$ cat src/rtl/bit_serializer_if.sv
// ============================================================================
// Module   : bit_serializer_if
// Purpose  : Load handshake and serial output bundle for bit_serializer.
// Revision : 1.0 - initial release
// ============================================================================
`default_nettype none

interface bit_serializer_if #(
    parameter int WIDTH = 8,
    parameter int LEN_W = 6
);
    logic             load_valid;
    logic             load_ready;
    logic [WIDTH-1:0] load_data;
    logic [LEN_W-1:0] load_len;
    logic             ser_out;
    logic             ser_valid;
    logic             done;
    logic             busy;

    modport master (
        output load_valid, load_data, load_len,
        input  load_ready, ser_out, ser_valid, done, busy
    );

    modport slave (
        input  load_valid, load_data, load_len,
        output load_ready, ser_out, ser_valid, done, busy
    );
endinterface

`default_nettype wire

$ cat src/rtl/bit_serializer.sv
// ============================================================================
// Module   : bit_serializer
// Purpose  : Parallel-to-serial stage feeding the fsm_1010 detector; streams
//            back-to-back words with no idle bit. Define
//            BIT_SERIALIZER_LSB_FIRST_EN for LSB-first order (default MSB-first).
// Revision : 1.0 - initial release
// ============================================================================
`default_nettype none

module bit_serializer #(
    parameter int WIDTH = 8,
    parameter int LEN_W = 6
) (
    input  logic              clk,
    input  logic              rst_n,
    bit_serializer_if.slave   bus
);

    typedef enum logic [0:0] {
        ST_IDLE  = 1'b0,
        ST_SHIFT = 1'b1
    } state_t;

    localparam logic [LEN_W-1:0] c_MAX_LEN = LEN_W'(WIDTH);

    state_t           r_state;
    logic [LEN_W-1:0] r_cnt;
    logic [WIDTH-1:0] r_shreg;

    logic             w_last;
    logic             w_ready;
    logic             w_take;
    logic [LEN_W-1:0] w_eff_len;
    logic [WIDTH-1:0] w_load_word;
    logic [WIDTH-1:0] w_next_shreg;
    logic             w_bit;

    assign w_last    = (r_state == ST_SHIFT) && (r_cnt == LEN_W'(1));
    assign w_ready   = (r_state == ST_IDLE) || w_last;
    assign w_take    = bus.load_valid && w_ready;
    assign w_eff_len = ((bus.load_len == '0) || (bus.load_len > c_MAX_LEN))
                       ? c_MAX_LEN : bus.load_len;

`ifdef BIT_SERIALIZER_LSB_FIRST_EN
    // Bits above the length are never reached, so no masking is needed.
    assign w_load_word  = bus.load_data;
    assign w_next_shreg = r_shreg >> 1;
    assign w_bit        = r_shreg[0];
`else
    // Left-justify the effective word so its top bit sits at the MSB.
    assign w_load_word  = bus.load_data << (c_MAX_LEN - w_eff_len);
    assign w_next_shreg = r_shreg << 1;
    assign w_bit        = r_shreg[WIDTH-1];
`endif

    always_ff @(posedge clk or negedge rst_n) begin
        if (!rst_n) begin
            r_state <= ST_IDLE;
            r_cnt   <= '0;
            r_shreg <= '0;
        end else if (w_take) begin
            r_state <= ST_SHIFT;
            r_cnt   <= w_eff_len;
            r_shreg <= w_load_word;
        end else if (r_state == ST_SHIFT) begin
            if (w_last) begin
                r_state <= ST_IDLE;
                r_cnt   <= '0;
                r_shreg <= '0;
            end else begin
                r_cnt   <= r_cnt - LEN_W'(1);
                r_shreg <= w_next_shreg;
            end
        end
    end

    // All outputs decode registered state only; no input-to-output path.
    assign bus.load_ready = w_ready;
    assign bus.busy       = (r_state == ST_SHIFT);
    assign bus.ser_valid  = (r_state == ST_SHIFT);
    assign bus.done       = w_last;
    assign bus.ser_out    = (r_state == ST_SHIFT) && w_bit;

endmodule

`default_nettype wire
$ cat src/flat_wrapper.sv
// flat-port wrapper written by rule: the top's interface ports become plain ports
module bit_serializer_flat 
#(
    parameter int WIDTH = 8,
    parameter int LEN_W = 6
)
  (clk, rst_n, bus_load_valid, bus_load_data, bus_load_len, bus_load_ready, bus_ser_out, bus_ser_valid, bus_done, bus_busy);
  bit_serializer_if #(.WIDTH(WIDTH), .LEN_W(LEN_W)) bus_i ();
  input  logic clk;
  input  logic rst_n;
  input wire logic [$bits(bus_i.load_valid)-1:0] bus_load_valid;
  input wire logic [$bits(bus_i.load_data)-1:0] bus_load_data;
  input wire logic [$bits(bus_i.load_len)-1:0] bus_load_len;
  output wire logic [$bits(bus_i.load_ready)-1:0] bus_load_ready;
  output wire logic [$bits(bus_i.ser_out)-1:0] bus_ser_out;
  output wire logic [$bits(bus_i.ser_valid)-1:0] bus_ser_valid;
  output wire logic [$bits(bus_i.done)-1:0] bus_done;
  output wire logic [$bits(bus_i.busy)-1:0] bus_busy;
  assign bus_i.load_valid = bus_load_valid;
  assign bus_i.load_data = bus_load_data;
  assign bus_i.load_len = bus_load_len;
  assign bus_load_ready = bus_i.load_ready;
  assign bus_ser_out = bus_i.ser_out;
  assign bus_ser_valid = bus_i.ser_valid;
  assign bus_done = bus_i.done;
  assign bus_busy = bus_i.busy;
  bit_serializer #(.WIDTH(WIDTH), .LEN_W(LEN_W)) u_core (.clk(clk), .rst_n(rst_n), .bus(bus_i));
endmodule
$ cat config.mk
export PLATFORM = sky130hd
export DESIGN_NAME = bit_serializer_flat
export DESIGN_NICKNAME = d
export VERILOG_FILES = /design/src/rtl/bit_serializer_if.sv /design/src/rtl/bit_serializer.sv /design/src/flat_wrapper.sv
export SDC_FILE = /design/constraint.sdc
export NUM_CORES = 1
export LEC_CHECK = 0
export CAP_MARGIN = 20
export CORE_ASPECT_RATIO = 1.2
export CORE_MARGIN = 3
export CORE_UTILIZATION = 50
export CTS_BUF_LIST = sky130_fd_sc_hd__clkbuf_4 sky130_fd_sc_hd__clkbuf_8
export DETAILED_ROUTE_END_ITERATION = 12
export PLACE_DENSITY = 0.77
export SETUP_SLACK_MARGIN = 0.1
export SYNTH_ARGS = -nofsm -noshare
export SYNTH_HDL_FRONTEND = slang
export SYNTH_SLANG_ARGS = --single-unit
$ cat constraint.sdc
create_clock -name clk -period 2.2 [get_ports clk]
set_input_delay 0.44 -clock clk [delete_from_list [all_inputs] [get_ports clk]]
set_output_delay 0.44 -clock clk [all_outputs]
set_load 0.03 [all_outputs]
==> flow_summary.json <==
{
  "crit_chain": "clkdlybuf4s50_1, or4b_4, xor2_2, a21oi_4, a222oi_1, inv_1",
  "max-slew-margin-rel": 0.541,
  "layout_min_cycle_time_ns": 2.05,
  "avgSynthCellArea_um2": 9.29,
  "synth_top_area_cell": "dfrtp_1",
  "num_rows": 18,
  "cts_htree_levels": 1,
  "drc": 0,
  "maxSlewViolCount": 0,
  "wirelength_um": 3060,
  "fin_crit_sh": 0.931,
  "root_buffer": "clkbuf_4",
  "grt_max_degree": 16,
  "cts_tree": "yes",
  "area_growth_pct": 40.8,
  "yosys-top-cells-count": "dfrtp_1, nand2_1, nor2_1",
  "hold_path_class": "flip-flop to flip-flop",
  "status": "complete, no violations",
  "ys_ff_latch": 15,
  "dr.pass1.iters": 5,
  "diodes": 0,
  "slowest_delay_ns": 0.51,
  "initial_core_util": 0.544,
  "clk_path_buf_depth": 2,
  "worst_pin_slew_ns": 0.686,
  "syn_nets": 144,
  "die_h_um": 58.6,
  "clock_latency_ns": 0.29,
  "synth_edf_count": 0,
  "cts_num_sinks": 15,
  "worstPathArrival_ns": 2.23,
  "postSynthCellCount": 124,
  "required_ns": 2.38,
  "grt.total_usage": 0.228,
  "ys_seq_area_frac": 0.326,
  "fin_nets": 185,
  "cts_made_buffers": 3,
  "ios": 22,
  "critPathKind": "primary input to flip-flop",
  "synth.cell_area_um2": 1150,
  "holdBufCountCts": 0,
  "antenna_found_initial": 0,
  "rsz0062_at_grt": "true",
  "ant_nets": 0,
  "worstSetupEndpointType": "flip-flop",
  "max-vdd-ir-drop_v": 0.000646,
  "setup.worst_path.start_class": "primary input",
  "p_per_area_nw_per_um2": 824,
  "maxCapViolations": 0,
  "synthArstFlopShare": 1.00,
  "design.die.area_um2": 2920,
  "finalWorstSetupSlack_ns": 0.153,
  "synth_warnings": 0,
  "grt.overflow.total": 0,
  "dr.first_iter.drc_count": 51,
  "fin_hold_ws_ns": 0.478,
  "finalPower_w": 0.00134,
  "dp_slack_ns": -0.446,
  "cp_top_family": "buffers and inverters",
  "yosysUniqueCellTypes": 48,
  "crit_buf_inv": 2,
  "yosys-top-cells-area": "dfrtp_1, mux4_2, nand2_1",
  "synth_flop_cell": "dfrtp_1",
  "synth.most_common_cell": "dfrtp_1",
  "clkTransAtPathRegs_ns": 0.09,
  "drive_above_1_share": 0.354,
  "grt_pass1_wl_um": 5060,
  "hpwl_um": 2310,
  "slowest_stage": "or4b_4",
  "dieWidth_um": 49.8,
  "port_buffers": 21,
  "post-route-util": 0.767,
  "via_per_inst": 5.97,
  "grt_pass1_vias": 1133,
  "vias": 1159,
  "core_um2": 2120,
  "skew_ns": 0.00403,
  "leakage_nw": 0.713,
  "critPathMaxFanout": 5,
  "hold_viol": 0,
  "gp_congestion": 0.859,
  "max_freq_mhz": 488,
  "setup_violations": 0,
  "wl_per_cell_um": 15.8,
  "yosysTopAreaCellShare": 0.326
}
## timing repair
item,CTS,global route
resized for setup,14,18
setup buffers,2,0
endpoints found under the setup margin,10,11
pin swaps,4,5
## per-layer routing
| layer | global-route usage | up-vias | share of wire |
|---|---|---|---|
| li1 | - | 552 | - |
| met1 | 0.260 | 551 | 0.41 |
| met2 | 0.410 | 47 | 0.51 |
| met3 | 0.0354 | 9 | 0.051 |
| met4 | 0.119 | 0 | 0.031 |
| met5 | 0 | - | 0 |
## power breakdown
group | leakage (nW) | internal, W | switching [W]
logic | 0.505 | 0.000332 | 0.000355
clock network | 0.0177 | 0.0000678 | 0.0000956
registers | 0.190 | 0.000381 | 0.000106
total | 0.713 | 0.000780 | 0.000556
## sequential cells by signal, indices dropped and copies added (netlist names)
name and cells:
u_core.bus.busy 1, u_core.r_shreg 8, u_core.r_cnt 6
## stage by stage
| stage | instances | TNS [ns] | cell area, um^2 |
|---|---|---|---|
| detailed placement | 188 | -2.92 | 1540 |
| finish | 194 | 0 | 1620 |
| global placement | 188 | -2.35 | 1540 |
| global route | 194 | 0 | 1620 |
| floorplan | 124 | -0.0355 | 1200 |
| CTS | 194 | 0 | 1610 |
## cell usage in the layout, fill, tap and decap left out, drive strengths merged, types with 2 or more instances in the layout
master | Yosys | final
a221oi | 3 | 3
buf | 5 | 22
o221ai | 2 | 2
nand2 | 13 | 13
o211ai | 2 | 2
nor3 | 4 | 4
a222oi | 2 | 2
inv | 9 | 9
a31oi | 2 | 2
clkdlybuf4s50 | 0 | 14
dfrtp | 15 | 15
and2 | 2 | 2
xnor2 | 2 | 2
mux4 | 4 | 4
ha | 3 | 3
nand3 | 2 | 2
a21oi | 9 | 9
a211oi | 3 | 3
or3 | 2 | 2
clkbuf | 2 | 8
nor2 | 13 | 13
mux2i | 3 | 3
o21ai | 4 | 4
a2111oi | 2 | 2
## cells by family (layout without fill, tap and decap cells)
kind of cell / after synthesis / after routing / share of synthesized area
compound gates: 36 / 36 / 0.246
xor+xnor: 3 / 3 / 0.0293
fa+ha+maj: 3 / 3 / 0.0326
buf+inv: 16 / 56 / 0.0651
flops: 15 / 15 / 0.326
mux: 7 / 7 / 0.104
simple gates: 44 / 44 / 0.197
## final cells by class
type | count | area, um^2
multi-input combinational | 93 | 790
tap | 30 | 37.5
clock inverter | 1 | 5.00
timing repair buffer | 43 | 355
sequential | 15 | 377
clock buffer | 3 | 22.5
fill | 156 | 494
inverter | 9 | 36.3
## worst min-delay path: cells and delay by family, from the launching register on
kind,cells,cell delay (ns)
DFF,1,0.35
and+or+nand+nor,2,0.10
## worst paths after layout
path	endpoint	slack, ns	start	depth (start not counted)
max in group asynchronous	u_core.r_cnt[0]	1.17	rst_n	1
min reg2reg	u_core.r_shreg[0]	0.48	u_core.r_shreg[0]	2
max	u_core.r_shreg[2]	0.15	bus_load_len[2]	6
max reg2reg	u_core.r_shreg[4]	0.21	u_core.r_cnt[4]	6
min in group asynchronous	u_core.bus.busy	0.55	rst_n	1
min	u_core.r_shreg[0]	0.48	u_core.r_shreg[0]	2
Note: power is estimated with default switching activity, not from simulation.
